File: src/rtl/mul4_eval_pkg.sv
// Shared types, constants and helpers for the bit-sliced 2x2 multiplier fitness sequencer.
// The golden model and LFSR step live here so every stage sees one definition.
`timescale 1ns/1ps
package mul4_eval_pkg;

    localparam int PLANE_W = 16;

    typedef enum logic [2:0] {
        ST_IDLE    = 3'd0,
        ST_DRIVE   = 3'd1,
        ST_CAPTURE = 3'd2,
        ST_ACCUM   = 3'd3,
        ST_DONE    = 3'd4
    } state_e;

    // Round 0: every (A,B) pair of 2-bit operands appears in exactly one lane.
    localparam logic [PLANE_W-1:0] R0_A1 = 16'hFF00;
    localparam logic [PLANE_W-1:0] R0_A0 = 16'hF0F0;
    localparam logic [PLANE_W-1:0] R0_B1 = 16'hCCCC;
    localparam logic [PLANE_W-1:0] R0_B0 = 16'hAAAA;

    localparam logic [31:0] LFSR_INIT = 32'h0000_0001;
    localparam int LFSR_TAP3 = 31;
    localparam int LFSR_TAP2 = 21;
    localparam int LFSR_TAP1 = 1;
    localparam int LFSR_TAP0 = 0;

    localparam logic [PLANE_W-1:0] B1_MASK = 16'h5A5A;
    localparam logic [PLANE_W-1:0] B0_MASK = 16'hA5A5;

    function automatic logic [31:0] lfsr_step(input logic [31:0] s);
        return {s[30:0], s[LFSR_TAP3] ^ s[LFSR_TAP2] ^ s[LFSR_TAP1] ^ s[LFSR_TAP0]};
    endfunction

    // Returns {p3, p2, p1, p0}, one plane per product bit.
    function automatic logic [4*PLANE_W-1:0] mul2x2_golden(
        input logic [PLANE_W-1:0] a1,
        input logic [PLANE_W-1:0] a0,
        input logic [PLANE_W-1:0] b1,
        input logic [PLANE_W-1:0] b0
    );
        logic [PLANE_W-1:0] p3;
        logic [PLANE_W-1:0] p2;
        logic [PLANE_W-1:0] p1;
        logic [PLANE_W-1:0] p0;
        p0 = a0 & b0;
        p1 = (a1 & b0) ^ (a0 & b1);
        p2 = a1 & b1 & ~(a0 & b0);
        p3 = a1 & a0 & b1 & b0;
        return {p3, p2, p1, p0};
    endfunction

endpackage

File: src/rtl/mul4_fitness_sequencer_popcount.sv
// Combinational population count: nibble counts first, then a sum over the nibbles.
`timescale 1ns/1ps
module plane_popcount #(
    parameter int N     = 64,
    parameter int CNT_W = $clog2(N + 1)
) (
    input  logic [N-1:0]     bits,
    output logic [CNT_W-1:0] count
);
    localparam int NIB = N / 4;

    logic [2:0] nib_cnt_s [NIB];

    // First level: count ones within each 4-bit group.
    always_comb begin
        for (int i = 0; i < NIB; i++) begin
            nib_cnt_s[i] = 3'(bits[4*i]) + 3'(bits[4*i+1]) + 3'(bits[4*i+2]) + 3'(bits[4*i+3]);
        end
    end

    // Second level: sum the group counts.
    always_comb begin
        count = {CNT_W{1'b0}};
        for (int i = 0; i < NIB; i++) begin
            count = count + CNT_W'(nib_cnt_s[i]);
        end
    end

endmodule

File: src/rtl/mul4_fitness_sequencer.sv
// Drives operand planes into a combinational 2x2 multiplier candidate, captures its
// product planes and accumulates the number of bits that agree with the golden product.
`timescale 1ns/1ps
module mul4_fitness_sequencer
    import mul4_eval_pkg::*;
#(
    parameter  int LANES   = PLANE_W,
    parameter  int ROUNDS  = 8,
    localparam int SCORE_W = $clog2(ROUNDS * 4 * LANES + 1)
) (
    input  logic               clk,
    input  logic               rst_n,
    input  logic               start,
    input  logic               abort,
    input  logic [31:0]        seed,
    output logic [LANES-1:0]   a1,
    output logic [LANES-1:0]   a0,
    output logic [LANES-1:0]   b1,
    output logic [LANES-1:0]   b0,
    input  logic [LANES-1:0]   y3,
    input  logic [LANES-1:0]   y2,
    input  logic [LANES-1:0]   y1,
    input  logic [LANES-1:0]   y0,
    output logic               busy,
    output logic               done,
    output logic [SCORE_W-1:0] score
);
    localparam int RND_W = (ROUNDS > 1) ? $clog2(ROUNDS) : 1;
    localparam int BITS  = 4 * LANES;
    localparam int CNT_W = $clog2(BITS + 1);

    state_e             state_r;
    logic [31:0]        lfsr_r;
    logic [RND_W-1:0]   round_r;
    logic [LANES-1:0]   a1_r;
    logic [LANES-1:0]   a0_r;
    logic [LANES-1:0]   b1_r;
    logic [LANES-1:0]   b0_r;
    logic [BITS-1:0]    cap_y_r;
    logic [LANES-1:0]   cap_a1_r;
    logic [LANES-1:0]   cap_a0_r;
    logic [LANES-1:0]   cap_b1_r;
    logic [LANES-1:0]   cap_b0_r;
    logic [SCORE_W-1:0] score_r;
    logic               busy_r;
    logic               done_r;

    logic [31:0]        lfsr_next_s;
    logic [31:0]        seed_load_s;
    logic [BITS-1:0]    golden_s;
    logic [BITS-1:0]    match_s;
    logic [CNT_W-1:0]   match_cnt_s;
    logic               last_round_s;

    // Next-state helpers for the LFSR, the seed load and the compare stage.
    always_comb begin
        lfsr_next_s  = lfsr_step(lfsr_r);
        seed_load_s  = (seed == 32'h0000_0000) ? LFSR_INIT : seed;
        golden_s     = mul2x2_golden(cap_a1_r, cap_a0_r, cap_b1_r, cap_b0_r);
        match_s      = ~(cap_y_r ^ golden_s);
        last_round_s = (round_r == RND_W'(ROUNDS - 1));
    end

    plane_popcount #(
        .N     (BITS),
        .CNT_W (CNT_W)
    ) u_popcount (
        .bits  (match_s),
        .count (match_cnt_s)
    );

    // Evaluation FSM with all outputs registered; abort preempts every active-state move.
    always_ff @(posedge clk or negedge rst_n) begin
        if (!rst_n) begin
            state_r  <= ST_IDLE;
            lfsr_r   <= LFSR_INIT;
            round_r  <= {RND_W{1'b0}};
            a1_r     <= {LANES{1'b0}};
            a0_r     <= {LANES{1'b0}};
            b1_r     <= {LANES{1'b0}};
            b0_r     <= {LANES{1'b0}};
            cap_y_r  <= {BITS{1'b0}};
            cap_a1_r <= {LANES{1'b0}};
            cap_a0_r <= {LANES{1'b0}};
            cap_b1_r <= {LANES{1'b0}};
            cap_b0_r <= {LANES{1'b0}};
            score_r  <= {SCORE_W{1'b0}};
            busy_r   <= 1'b0;
            done_r   <= 1'b0;
        end else begin
            case (state_r)
                ST_IDLE: begin
                    done_r <= 1'b0;
                    if (start) begin
                        lfsr_r  <= seed_load_s;
                        score_r <= {SCORE_W{1'b0}};
                        round_r <= {RND_W{1'b0}};
                        a1_r    <= R0_A1;
                        a0_r    <= R0_A0;
                        b1_r    <= R0_B1;
                        b0_r    <= R0_B0;
                        busy_r  <= 1'b1;
                        state_r <= ST_DRIVE;
                    end else begin
                        busy_r  <= 1'b0;
                        state_r <= ST_IDLE;
                    end
                end
                ST_DRIVE: begin
                    if (abort) begin
                        busy_r  <= 1'b0;
                        state_r <= ST_IDLE;
                    end else begin
                        state_r <= ST_CAPTURE;
                    end
                end
                ST_CAPTURE: begin
                    if (abort) begin
                        busy_r  <= 1'b0;
                        state_r <= ST_IDLE;
                    end else begin
                        cap_y_r  <= {y3, y2, y1, y0};
                        cap_a1_r <= a1_r;
                        cap_a0_r <= a0_r;
                        cap_b1_r <= b1_r;
                        cap_b0_r <= b0_r;
                        state_r  <= ST_ACCUM;
                    end
                end
                ST_ACCUM: begin
                    if (abort) begin
                        busy_r  <= 1'b0;
                        state_r <= ST_IDLE;
                    end else begin
                        score_r <= score_r + SCORE_W'(match_cnt_s);
                        lfsr_r  <= lfsr_next_s;
                        round_r <= round_r + RND_W'(1);
                        a1_r    <= lfsr_next_s[31:16];
                        a0_r    <= lfsr_next_s[15:0];
                        b1_r    <= lfsr_next_s[15:0] ^ B1_MASK;
                        b0_r    <= lfsr_next_s[31:16] ^ B0_MASK;
                        if (last_round_s) begin
                            done_r  <= 1'b1;
                            state_r <= ST_DONE;
                        end else begin
                            state_r <= ST_DRIVE;
                        end
                    end
                end
                ST_DONE: begin
                    done_r  <= 1'b0;
                    busy_r  <= 1'b0;
                    state_r <= ST_IDLE;
                end
                default: begin
                    done_r  <= 1'b0;
                    busy_r  <= 1'b0;
                    state_r <= ST_IDLE;
                end
            endcase
        end
    end

    assign a1    = a1_r;
    assign a0    = a0_r;
    assign b1    = b1_r;
    assign b0    = b0_r;
    assign busy  = busy_r;
    assign done  = done_r;
    assign score = score_r;

endmodule

File: config.mk
export PLATFORM = sky130hd
export DESIGN_NAME = mul4_fitness_sequencer
export DESIGN_NICKNAME = d
export VERILOG_FILES = /design/src/rtl/mul4_eval_pkg.sv /design/src/rtl/mul4_fitness_sequencer_popcount.sv /design/src/rtl/mul4_fitness_sequencer.sv
export SDC_FILE = /design/constraint.sdc
export NUM_CORES = 1
export LEC_CHECK = 0
export BUFFER_PORTS_ARGS = -buffer_cell sky130_fd_sc_hd__clkbuf_2
export CAP_MARGIN = 30
export CORE_MARGIN = 1.5
export CORE_UTILIZATION = 25
export DETAILED_ROUTE_END_ITERATION = 16
export GPL_ROUTABILITY_DRIVEN = 0
export SETUP_SLACK_MARGIN = 0.2
export SYNTH_ARGS = -nofsm -noshare
export SYNTH_HDL_FRONTEND = slang
export SYNTH_HIERARCHICAL = 1
export SYNTH_SLANG_ARGS = --single-unit
File: constraint.sdc
create_clock -name clk -period 8.9 [get_ports clk]
set_clock_uncertainty 0.1 [all_clocks]
set_input_delay 0.445 -clock clk [delete_from_list [all_inputs] [get_ports clk]]
set_output_delay 0.445 -clock clk [all_outputs]
set_load 0.05 [all_outputs]
==> out/metrics.yaml, run 1 <==
critPathArrivalTime_ns: 8.10
cts_tree: "yes"
h-tree-depth: 1
worst-r2r-setup-slack_ns: 1.12
worst_skew_pair.late_latency_ns: 0.53
n_fill_cell: 4772
synth_area_per_cell_sq_um: 11.38
worstPathRequired_ns: 9.22
crit_chain: "nand3_1 > xor2_1 > ha_1 > inv_1 > fa_1 > fa_1 > fa_1 > fa_1 > fa_1 > fa_1 > fa_1 > fa_1 > fa_1 > fa_1 > xnor2_1 > ha_1 > nor2b_1 > o31ai_1 > a21oi_1 > o211ai_1 > mux2_2"
multiInputGateArea_sq_um: 5542
dp_hpwl_um: 26640
port_buffers: 175
initial_core_util_pct: 25.38
cts.sinks: 226
ys_top_cells_by_count: "225 x dfrtp_1, 142 x nand2_1, 121 x mux2_2"
min_path_type: "input port to flip-flop"
synth_area_sq_um: 11820
synth_fp_nets: 1220
setup_tns_ns: 0
reg2reg_to: "score[8]"
drive_gt1_share_pct: 29.03
end_kind: "flip-flop"
critPathTopFamily: "adder cells"
fin_crit_sh_pct: 87.38
syn_inst: 1038
final_nets: 1385
drv_cap: 0
drtAntennaViolNets: 0
ys_dominant_reg_cell: "dfrtp_1"
seqCellArea_sq_um: 5657
fmax_mhz: 128.6
async_reset_ff_share_pct: 100.0
cts_root_buffer: "clkbuf_16"
diodes: 0
grt_use_met1_pct: 21.44
dp.cells: 1780
ys_seq_area_share_pct: 47.87
cp-start-kind: "flip-flop"
relSlewSlack_pct: 34.30
hold_depth: 2
max_slew.worst_pin.slew_ns: 0.9832
path_class: "flip-flop to flip-flop"
synth_top_area_share_pct: 47.65
cp_max_fo: 5
pin_count: 176
dieHeight_um: 220.4
die_w_um: 220.4
grt_util_met2_pct: 21.59
grt_pass1_vias: 8235
met3_usage_pct: 2.048
avgRoutedWirePerCell_um: 18.92
cts_buffer_depth: 3
synth_largest_area_cell: "dfrtp_1"
hold_viol: 0
numCtsBuffers: 27
drt-total-wl_um: 34620
area_growth_pct: 19.82
synth_edf_count: 0
die_area_sq_um: 48580
instances_no_fill: 1830
post-route-drc-count: 0
grt_max_degree: 99
drv_slew: 0
yosysWarnings: 6
rows: 79
vias: 8083
ys_seq_elements: 226
cts.clk_slew.worst_paths_ns: 0.06
fin_crit_ns: 7.777
track_usage_pct: 14.50
rr_worst_depth: 21
ys_types: 46
crit_path_frequent_cell: "fa_1"
ys_top_cells_by_area: "dfrtp_1 48%, mux2_2 12%, fa_1 9.3%"
grt_pass1_wl_um: 52560
globalRouteOverflowTotal: 0
min_to: "cap_y_r[44]"
worstHoldStart: "y2[12]"
cts_resized: 0
grt_antenna_before_repair: 0
slowest_delay_ns: 0.55
drt_iter0_markers: 393
crit-reg2reg-launch: "cap_a1_r[4]"
rsz0062_at_grt: "no"
drt-vias-per-instance: 4.417
core_sq_um: 46560
status: "completed"
first_pass_iters: 6
worst-path-buf-inv: 1
post-synth-top-count-cell: "dfrtp_1"
busiest_layer: "met2"
finalSetupViolations: 0
hold_slack_ns: 0.04450
cp_slowest_cell: "fa_1"
## stage by stage
stage	utilization, %	instance area, sq um	worst slack [ns]
4_1_cts	30.41	14160	1.127
3_3_place_gp	28.51	13270	1.221
5_1_grt	30.41	14160	0.8122
2_1_floorplan	-	11820	1.608
6_report	30.41	14160	1.123
3_5_place_dp	28.52	13280	1.136
## cell type report
cell class / instances / share of cell area, %
clock buffers: 41 / 5.638
clock inverters: 8 / 0.5037
inverters: 96 / 2.545
multi-input cells: 666 / 39.14
flip-flops and latches: 226 / 39.95
well taps: 607 / 5.364
repair buffers: 186 / 6.858
## cells in the final DEF (no fill, tap or decap), types with 9 or more instances in the layout
cell type	count
dfrtp_1	225
buf_4	10
nor2_1	47
clkbuf_2	174
xor2_1	52
a22oi_1	17
a31oi_1	9
a22o_1	22
xnor2_1	38
o21ai_0	30
nand3_1	17
nand2_1	142
mux2_2	121
inv_1	96
fa_1	55
clkbuf_16	27
nor4_1	9
nand4_1	11
a21oi_1	24
ha_1	27
## worst max-delay path by stage
stage / end / start / cells past startpoint
after floorplan: score[8] / cap_a0_r[15] / 25
after global placement: score[8] / cap_a1_r[4] / 21
after detailed placement: score[8] / cap_a1_r[4] / 21
after CTS: score[8] / cap_a1_r[4] / 21
after global routing: score[8] / cap_a0_r[15] / 25
final: score[8] / cap_a1_r[4] / 21
## worst register-to-register path, stage by stage (launching register included)
cell and delay (ns):
dfrtp_1 0.46, nand3_1 0.14, xor2_1 0.17, ha_1 0.28, inv_1 0.06, fa_1 0.43, fa_1 0.55, fa_1 0.43
fa_1 0.52, fa_1 0.44, fa_1 0.48, fa_1 0.53, fa_1 0.44, fa_1 0.43, fa_1 0.48, xnor2_1 0.15
ha_1 0.32, nor2b_1 0.16, o31ai_1 0.37, a21oi_1 0.16, o211ai_1 0.20, mux2_2 0.35
## repair_timing
| action | in CTS | in global routing |
|---|---|---|
| setup buffers | 0 | 0 |
| hold buffers | 1 | 0 |
| hold endpoints to repair | 97 | 0 |
## registers in the layout, summed over array words and instances (netlist names)
signal    count
done          1
busy          1
score        10
cap_y_r      64
cap_a0_r     16
cap_a1_r     16
state_r       3
a1           16
round_r       3
cap_b0_r     12
b0           12
lfsr_r       32
cap_b1_r     12
b1           12
a0           16
## metal layers
metal	share of wire, %	vias up	wire length [um]
met5	0	-	0
met4	3.4	0	1166
met3	5.5	59	1910
met2	43	199	15020
met1	48	4023	16520
li1	-	3802	-
## cell families (layout without fill, tap and decap cells)
logic type / count (synthesis) / after routing / synth area share (%)
XOR/XNOR: 90 / 90 / 6.671
AO/OA/AOI/OAI: 130 / 130 / 7.412
buffers and inverters: 146 / 331 / 5.411
adder cells (fa/ha/maj): 82 / 82 / 12.18
AND/OR/NAND/NOR: 243 / 243 / 8.926
flip-flops: 226 / 226 / 47.87
multiplexers: 121 / 121 / 11.53
Power of run 1 is not shown: default switching activity piles up to over one toggle a cycle in this logic, so the estimate is an artifact.
==> run 2: changes to the inputs <==
--- a/config.mk
+++ b/config.mk
@@ -8,11 +8,14 @@
 export BUFFER_PORTS_ARGS = -buffer_cell sky130_fd_sc_hd__clkbuf_2
 export CAP_MARGIN = 30
 export CORE_MARGIN = 1.5
-export CORE_UTILIZATION = 25
+export CORE_UTILIZATION = 50
 export DETAILED_ROUTE_END_ITERATION = 16
 export GPL_ROUTABILITY_DRIVEN = 0
+export PLACE_DENSITY = 0.71
+export RECOVER_POWER = 100
 export SETUP_SLACK_MARGIN = 0.2
 export SYNTH_ARGS = -nofsm -noshare
 export SYNTH_HDL_FRONTEND = slang
 export SYNTH_HIERARCHICAL = 1
 export SYNTH_SLANG_ARGS = --single-unit
+export TNS_END_PERCENT = 1
==> out/metrics.yaml, run 2 (same netlist as run 1, synthesis figures left out) <==
status: "complete, but fails checks"
violations: "capacitance limit, slew limit"
reg.largest.list: "cap_y_r (64), lfsr_r (32)"
cp_max_fo: 4  # -1
first_pass_iters: 5  # -1
path_class: "flip-flop to flip-flop"
numCtsBuffers: 25  # -7.4%
finalSetupViolations: 0  # unchanged
wl_met1_um: 13610  # -18%
hold_viol: 0  # unchanged
diodes: 0  # unchanged
mostFrequentLayoutCells: "225 x dfrtp_1, 142 x nand2_1, 121 x mux2_2"
dieHeight_um: 156.7  # -29%
initial_core_util_pct: 50.64  # +25 points
fin_crit_sh_pct: 87.13  # -0.25 points
die_w_um: 156.7  # -29%
final_common_cell: "dfrtp_1"
cts_tree: "yes"
grt_pass1_vias: 7875  # -4.4%
crit_start: "cap_b1_r[4]"
fin_crit_ns: 7.755  # -0.02193 ns
cts_buffer_depth: 3  # unchanged
cts.clk_slew.worst_paths_ns: 0.06  # about the same
avgRoutedWirePerCell_um: 18.66  # -1.3%
drv_slew: 506  # +506
min_path_type: "input port to flip-flop"
globalRouteOverflowTotal: 0  # unchanged
grt_pass1_wl_um: 44670  # -15%
vias: 8159  # +0.94%
drt_iter0_markers: 471  # +20%
largest_reg_flops: 64  # unchanged
drt-vias-per-instance: 5.305  # +20%
cp-start-kind: "flip-flop"
end_kind: "flip-flop"
met3_wirelength_um: 1437  # -25%
die_area_sq_um: 24560  # -49%
grt_max_degree: 95  # -4.0%
worst_skew_pair.late_latency_ns: 0.51  # -0.02 ns
post_cts_buffers: 0  # unchanged
relSlewSlack_pct: -241.7  # -280 points
final_nets: 1383  # -0.14%
rsz0062_at_grt: "no"
port_buffers: 175  # unchanged
crit-reg2reg-launch: "cap_b1_r[4]"
pin_count: 176  # unchanged
track_usage_pct: 24.01  # +9.5 points
drv_cap: 8  # +8
h-tree-depth: 1  # unchanged
dp_hpwl_um: 21520  # -19%
fmax_mhz: 129.0  # +0.28%
wl_met2_um: 13090  # -13%
drive_gt1_share_pct: 21.90  # -7.1 points
top_layer_used: "met4"
max_slew.worst_pin.slew_ns: 5.125  # +4.142 ns
drtAntennaViolNets: 0  # unchanged
worstHoldStart: "y3[13]"
cts_root_buffer: "clkbuf_16"
core_sq_um: 23330  # -50%
drt-total-wl_um: 28700  # -17%
setup_tns_ns: 0  # unchanged
grt_antenna_before_repair: 0  # unchanged
worstPathRequired_ns: 9.20  # -0.02 ns
post-route-util_pct: 58.40  # +28 points
regMostFlops: "cap_y_r"
critPathArrivalTime_ns: 8.06  # -0.04 ns
area_growth_pct: 15.32
rows: 56  # -29%
post-route-drc-count: 0  # unchanged
cts.sinks: 226  # unchanged
run 2: layout make-up:
type	count	area, sq um
multi-input combinational	666	5514
inverter	96	360.3
sequential	226	5657
clock buffer	37	740.7
fill	2046	9706
tap	319	399.1
clock inverter	8	118.9
timing repair buffer	186	837.1
run 2: final timing paths:
| path | slack, ns | endpoint | cells past startpoint |
|---|---|---|---|
| min in group asynchronous | 2.26 | cap_y_r[25] | 2 |
| max in group asynchronous | 2.72 | cap_y_r[57] | 3 |
| min | 0.06 | cap_y_r[61] | 2 |
| max reg2reg | 1.15 | score[8] | 21 |
| max | 1.15 | score[8] | 21 |
| min reg2reg | 0.38 | b1[14] | 1 |
run 2: worst max-delay path, stage by stage, from the launching register on:
cell and delay [ns]:
dfrtp_1 0.44, nand3_1 0.12, xor2_1 0.16, ha_1 0.29, inv_1 0.07, fa_1 0.43, fa_1 0.55, fa_1 0.43
fa_1 0.52, fa_1 0.45, fa_1 0.49, fa_1 0.56, fa_1 0.45, fa_1 0.43, fa_1 0.47, xnor2_1 0.15
ha_1 0.33, nor2b_1 0.16, o31ai_1 0.35, a21oi_1 0.15, o211ai_1 0.20, mux2_2 0.36
run 2: per-stage QoR:
stage	instance area, sq um	setup WS, ns	hold slack (ns)	instances
2_1_floorplan	11820	1.608	0.04941	1038
3_5_place_dp	12920	1.173	0.3755	1492
6_report	13630	1.145	0.05921	1538
3_3_place_gp	12910	1.265	0.3666	1491
5_1_grt	13630	0.8657	0.04595	1538
4_1_cts	13790	1.149	0.04337	1538
run 2: per-layer routing:
metal	up-vias	global-route usage, %
met1	4054	37.24
li1	3789	-
met5	-	0
met3	39	2.991
met2	277	35.95
met4	0	5.351
run 2: repair_timing:
item,in CTS,in global routing
hold buffers,1,0
gates resized for setup,0,0
setup endpoints to repair,0,0
endpoints found under the hold margin,92,0
Power of run 2 is left out for the same reason.
